<file path="src/rtl/inst_prefetch_queue_pkg.sv">
// inst_prefetch_queue_pkg: shared CPU constants and the prefetch queue entry type.
//   INST_SIZE_WORD   - SRAM-like size code for a 4-byte access
//   DEFAULT_RESET_PC - first fetch address after reset
//   q_entry_t        - queued fetch {pc, inst, adel}
package inst_prefetch_queue_pkg;
  localparam logic [1:0] INST_SIZE_WORD = 2'b10;
  localparam logic [31:0] DEFAULT_RESET_PC = 32'hbfc00000;
  typedef struct packed {
    logic [31:0] pc;
    logic [31:0] inst;
    logic adel;
  } q_entry_t;
endpackage

</file>
<file path="src/rtl/prefetch_fifo.sv">
// prefetch_fifo: DEPTH-entry synchronous FIFO with flush, occupancy count and a head taken straight from storage flops.
//   clk, resetn      - clock, asynchronous active-low reset
//   flush            - empty the FIFO (wins over push/pop)
//   push, din        - write an entry
//   pop              - remove the head (only when count != 0)
//   head             - oldest entry, driven from registers only
//   count            - number of valid entries (0..DEPTH)
module prefetch_fifo
  import inst_prefetch_queue_pkg::*;
#(
  parameter int DEPTH = 4,
  parameter logic [31:0] RESET_PC = DEFAULT_RESET_PC
) (
  input  logic                   clk,
  input  logic                   resetn,
  input  logic                   flush,
  input  logic                   push,
  input  q_entry_t               din,
  input  logic                   pop,
  output q_entry_t               head,
  output logic [$clog2(DEPTH):0] count
);
  localparam int AW = $clog2(DEPTH);
  localparam int CW = AW + 1;
  q_entry_t mem [DEPTH];
  logic [AW-1:0] wp, rp;
  always_ff @(posedge clk or negedge resetn) begin
    if (!resetn) begin
      for (int i = 0; i < DEPTH; i++) mem[i] <= '{pc: RESET_PC, inst: 32'h0, adel: 1'b0};
      wp <= '0;
      rp <= '0;
      count <= '0;
    end else if (flush) begin
      wp <= '0;
      rp <= '0;
      count <= '0;
    end else begin
      if (push) begin
        mem[wp] <= din;
        wp <= wp + 1'b1;
      end
      if (pop) rp <= rp + 1'b1;
      count <= count + CW'(push) - CW'(pop);
    end
  end
  assign head = mem[rp];
endmodule

</file>
<file path="src/rtl/inst_prefetch_queue.sv">
// inst_prefetch_queue: sequential instruction prefetcher feeding decode from the SRAM-like inst_* port.
//   clk, resetn                  - clock, asynchronous active-low reset
//   redirect_valid, redirect_pc  - flush queue, restart fetch at redirect_pc
//   fetch_valid/pc/inst/adel     - head entry to decode; fetch_ready consumes it
//   inst_req/wr/size/addr/wdata  - request side of the bridge port
//   inst_rdata/addr_ok/data_ok   - bridge handshakes, responses in order
// Optional: INST_PREFETCH_ADEL_EN turns a misaligned redirect into a single
// address-error queue entry and halts fetching until the next redirect.
module inst_prefetch_queue
  import inst_prefetch_queue_pkg::*;
#(
  parameter int DEPTH = 4,
  parameter logic [31:0] RESET_PC = DEFAULT_RESET_PC
) (
  input  logic        clk,
  input  logic        resetn,
  input  logic        redirect_valid,
  input  logic [31:0] redirect_pc,
  output logic        fetch_valid,
  output logic [31:0] fetch_pc,
  output logic [31:0] fetch_inst,
  output logic        fetch_adel,
  input  logic        fetch_ready,
  output logic        inst_req,
  output logic        inst_wr,
  output logic [1:0]  inst_size,
  output logic [31:0] inst_addr,
  output logic [31:0] inst_wdata,
  input  logic [31:0] inst_rdata,
  input  logic        inst_addr_ok,
  input  logic        inst_data_ok
);
  localparam int CW = $clog2(DEPTH) + 1;
  logic run, pending, pend_stale, halt, adel_pend;
  logic acc, held, pop, push_data, adel_push;
  logic [31:0] req_pc, ret_pc, held_pc;
  logic [CW-1:0] inflight, stale, count;
  logic [CW:0] used;
  q_entry_t head, din;
  // Queue slots plus outstanding requests form the credit pool, so a
  // response always finds a free slot.
  assign used = {1'b0, count} + {1'b0, inflight};
  assign inst_req = pending | (run & ~halt & (used < (CW+1)'(DEPTH)));
  assign inst_wr = 1'b0;
  assign inst_size = INST_SIZE_WORD;
  assign inst_addr = req_pc;
  assign inst_wdata = 32'h0;
  assign acc = inst_req & inst_addr_ok;
  assign held = inst_req & ~inst_addr_ok;
  assign pop = fetch_valid & fetch_ready & ~redirect_valid;
  assign push_data = inst_data_ok & ~redirect_valid & (stale == '0);
  // Nothing is outstanding any more, so ret_pc still holds the redirect target.
  assign adel_push = adel_pend & ~redirect_valid & ~pend_stale & (inflight == '0);
  assign din = '{pc: ret_pc, inst: push_data ? inst_rdata : 32'h0, adel: adel_push};
`ifdef INST_PREFETCH_ADEL_EN
  always_ff @(posedge clk or negedge resetn) begin
    if (!resetn) begin
      halt <= 1'b0;
      adel_pend <= 1'b0;
    end else if (redirect_valid) begin
      halt <= redirect_pc[1:0] != 2'b00;
      adel_pend <= redirect_pc[1:0] != 2'b00;
    end else if (adel_push) begin
      adel_pend <= 1'b0;
    end
  end
`else
  assign halt = 1'b0;
  assign adel_pend = 1'b0;
`endif
  always_ff @(posedge clk or negedge resetn) begin
    if (!resetn) begin
      run <= 1'b0;
      pending <= 1'b0;
      pend_stale <= 1'b0;
      req_pc <= RESET_PC;
      ret_pc <= RESET_PC;
      held_pc <= RESET_PC;
      inflight <= '0;
      stale <= '0;
    end else begin
      run <= 1'b1;
      pending <= held;
      inflight <= inflight + CW'(acc) - CW'(inst_data_ok);
      if (redirect_valid) begin
        // Everything outstanding after this cycle belongs to the old stream;
        // a request still held unaccepted is charged when it is accepted.
        ret_pc <= redirect_pc;
        held_pc <= redirect_pc;
        stale <= inflight + CW'(acc) - CW'(inst_data_ok);
        pend_stale <= held;
        if (!held) req_pc <= redirect_pc;
      end else begin
        if (push_data) ret_pc <= ret_pc + 32'd4;
        stale <= stale - CW'(inst_data_ok & (stale != '0)) + CW'(acc & pend_stale);
        if (acc) begin
          req_pc <= pend_stale ? held_pc : req_pc + 32'd4;
          pend_stale <= 1'b0;
        end
      end
    end
  end
  prefetch_fifo #(.DEPTH(DEPTH), .RESET_PC(RESET_PC)) u_fifo (
    .clk(clk),
    .resetn(resetn),
    .flush(redirect_valid),
    .push(push_data | adel_push),
    .din(din),
    .pop(pop),
    .head(head),
    .count(count)
  );
  assign fetch_valid = count != '0;
  assign fetch_pc = head.pc;
  assign fetch_inst = head.inst;
  assign fetch_adel = head.adel;
endmodule

</file>
<file path="config.mk">
export PLATFORM = sky130hd
export DESIGN_NAME = inst_prefetch_queue
export DESIGN_NICKNAME = d
export VERILOG_FILES = /design/src/rtl/inst_prefetch_queue_pkg.sv /design/src/rtl/prefetch_fifo.sv /design/src/rtl/inst_prefetch_queue.sv
export SDC_FILE = /design/constraint.sdc
export NUM_CORES = 1
export LEC_CHECK = 0
export ABC_CLOCK_PERIOD_IN_PS = 5220
export BUFFER_PORTS_ARGS = -buffer_cell sky130_fd_sc_hd__buf_2
export CAP_MARGIN = 20
export CORE_MARGIN = 1
export CORE_UTILIZATION = 40
export CTS_CLUSTER_DIAMETER = 150
export DETAILED_ROUTE_END_ITERATION = 8
export PLACE_DENSITY_LB_ADDON = 0.1
export SLEW_MARGIN = 30
export SYNTH_ARGS = -nofsm -noshare
export SYNTH_HDL_FRONTEND = slang
export SYNTH_HIERARCHICAL = 1
export SYNTH_SLANG_ARGS = --single-unit
</file>
<file path="constraint.sdc">
create_clock -name clk -period 5.22 [get_ports clk]
set_clock_uncertainty 0.2 [all_clocks]
set_input_delay 0.522 -clock clk [delete_from_list [all_inputs] [get_ports clk]]
set_output_delay 0.522 -clock clk [all_outputs]
set_load 0.1 [all_outputs]
</file>
==> impl_results.md <==
* Status: complete, no violations
* CORE AREA at between 0.04 and 0.05 mm2
* Clock transition at path regs at around 0.06 ns
* Synth warnings at 6
* Post-synth top area share at 0.414
* DR iter-0 viols at ~670
* Count of cell types in the netlist at 70
* First-pass GRT wire length at 72,200 um
* Number of antenna violations at the first check in global routing at 0
* Kind of critical path: register to primary output
* Post-CTS Repair Setup Buffers at 0
* Main flop type after synthesis: dfrtp_1
* Synth cell count leaders: dfrtp_1 (309), mux2_4 (150), mux2_2 (120)
* Clock Sinks at 372
* P_leak at around 10 nW
* Area post-placement at about 0.020 mm2
* Metal-1 WL at 22,000 um
* R2r setup slk at approximately 2.1 ns
* Unrepaired setup endpoints after global routing: no
* Initial Util at 0.409
* Vias at 11.5k
* Fin crit period at ~3.6 ns
* Slew Viols, Final at 0
* Least-Margin Pin Slew at between 0.9 and 1 ns
* Top cell type by total area after synthesis: dfrtp_1
* Post-synth EDFFs at 0
* Core Rows at approximately 80
* Layout Cells excl Fill at between 2k and 2.5k
* Max Fclk at 280 MHz
* Max_cap viols at 0
* Hold WC Path Type: input port to register
* Final TNS setup at 0 ns
* Fin crit share at 0.684
* DRT antenna net count at 0
* Power per cell area at between 500 and 600 mW/mm2
* Setup violators final at 0
* Worst EP required at around 4.5 ns
* CTS Hold Bufs at 3
* Startpoint type of the worst setup path: register
* Clk buf depth at 3
* Post_cts resized at 0
* Final core occ at 0.466
* Final hold violation count at 0
* Avg Inst Size Synth at between 10 and 15 um2
* Post-synthesis sequential area ratio at 0.503
* Fin nets at about 1.6k
* TritonCTS Buffers at 44
* GP Congestion at just under 0.8
* Largest net degree at the start of global routing at 109
* TritonRoute pass-1 iters at 5
* Layout cells sized above 1 at 0.434
* Worst slew margin at 0.350
* Post-Route WL at approximately 46,000 um
* Total Power at about 11 mW
* CP Max Fanout at 36
* Peak VDD IR at about 0.74 mV
* TritonCTS clock tree: done
* Top-count cell post-synth: dfrtp_1
* CP Data Arrival Time at around 2.9 ns
* Total GRT Usage at 0.197
* Port Buf Inserts at about 170
* Die height at 218 um
* Crit end category: primary output
* Ys async rst share at 1.00
* Vias per cell at 5.32
* Die area at roughly 0.048 mm2
* Die Wd at 218 um
* Finished Cell Area at ~0.021 mm2
* Synthesis-stage register bit count at roughly 370
* Top post-synthesis cells by area: dfrtp_1 (41%), mux2_4 (12%), dfstp_2 (8.9%)
* DPL Wire Length at between 20,000 and 30,000 um
* Total grt overflow at 0
* H-tree depth at 2
* Max layer used: met4
* WL met3 at 2040 um
* Root Driver: clkbuf_16
* Area grow syn2layout at 14.0%
* Vias in the first global route at between 10k and 15k
* Cells after DPL at slightly above 2k
* Clock Latency Late Sink at about 0.57 ns
* Routed length per instance at 21.1 um
* # IOs at 204
* Met2 WL at 20,700 um
* Mapped Cells at roughly 1.4k
* Residual DRC at 0
* Post-Syn Area at 0.0187 mm2
[critical path, stage by stage, from the launching register on]
cell	delay, ns
dfrtp_4	0.96
buf_12	0.37
mux4_2	0.60
buf_2	0.32
[cells in the final DEF, fill, tap and decap left out, types with 16 or more instances in the layout]
cell / count
a21oi_1: 43
dfrtp_1: 307
mux2_2: 120
inv_1: 50
and3_1: 43
o21ai_0: 77
xnor2_1: 30
mux4_2: 65
buf_2: 166
mux2_4: 150
nor2_1: 40
dfstp_2: 63
nand2_1: 64
conb_1: 40
nand4_1: 16
clkbuf_16: 45
nand3_1: 23
[cell type report]
class	count	area, um2
multi-input cells	863	8310
inverters	51	191
well taps	600	751
clock inverters	17	251
flip-flops and latches	372	9400
fillers	4190	24400
diodes	1	2.50
clock buffers	65	1310
repair buffers	189	1070
[power breakdown]
part	switching (mW)	leakage, nW	internal [mW]
clock network	1.25	0.772	2.04
registers	0.456	4.80	3.30
logic	3.01	4.87	0.928
[cell families (layout without fill, tap and decap cells)]
kind of cell    after synthesis  in the layout  synth area share
flops                       372            372             0.503
compound gates              175            175            0.0555
mux                         340            340             0.274
other cells                   2             41          0.000402
fa+ha+maj                    17             17            0.0126
buf+inv                     170            322            0.0603
simple gates                249            249            0.0736
xor+xnor                     42             42            0.0204
[registers in the layout (all words and copies together), names as in the netlist]
signal and count:
u_fifo/count 3, run 1, inst_addr 32, pend_stale 1, u_fifo/rp 2, u_fifo/wp 2
ret_pc 32, inflight 3, held_pc 32, u_fifo/mem 260, pending 1, stale 3
[path summary, 6_finish.rpt]
kind | start | to | cells after the start
min | redirect_pc[0] | ret_pc[0] | 3
min in group asynchronous | resetn | u_fifo/mem[161] | 2
min reg2reg | held_pc[27] | held_pc[27] | 2
max | u_fifo/rp[0] | fetch_pc[4] | 3
max reg2reg | stale[1] | u_fifo/mem[207] | 5
max in group asynchronous | resetn | inst_addr[13] | 3
[stage by stage]
step | worst slack [ns] | hold WS (ns)
after floorplan | 2.00 | 0.0264
after global placement | 1.98 | 0.256
after detailed placement | 1.96 | 0.261
after CTS | 1.54 | 0.00251
after global routing | 1.47 | 0.0273
final | 1.65 | 0.0336
[metal layers]
layer | global-route usage | vias to the layer above
li1 | - | 5198
met1 | 0.292 | 5943
met2 | 0.297 | 276
met3 | 0.0308 | 60
met4 | 0.0541 | 0
met5 | 0 | -
Power figures use the tool's default switching activity.
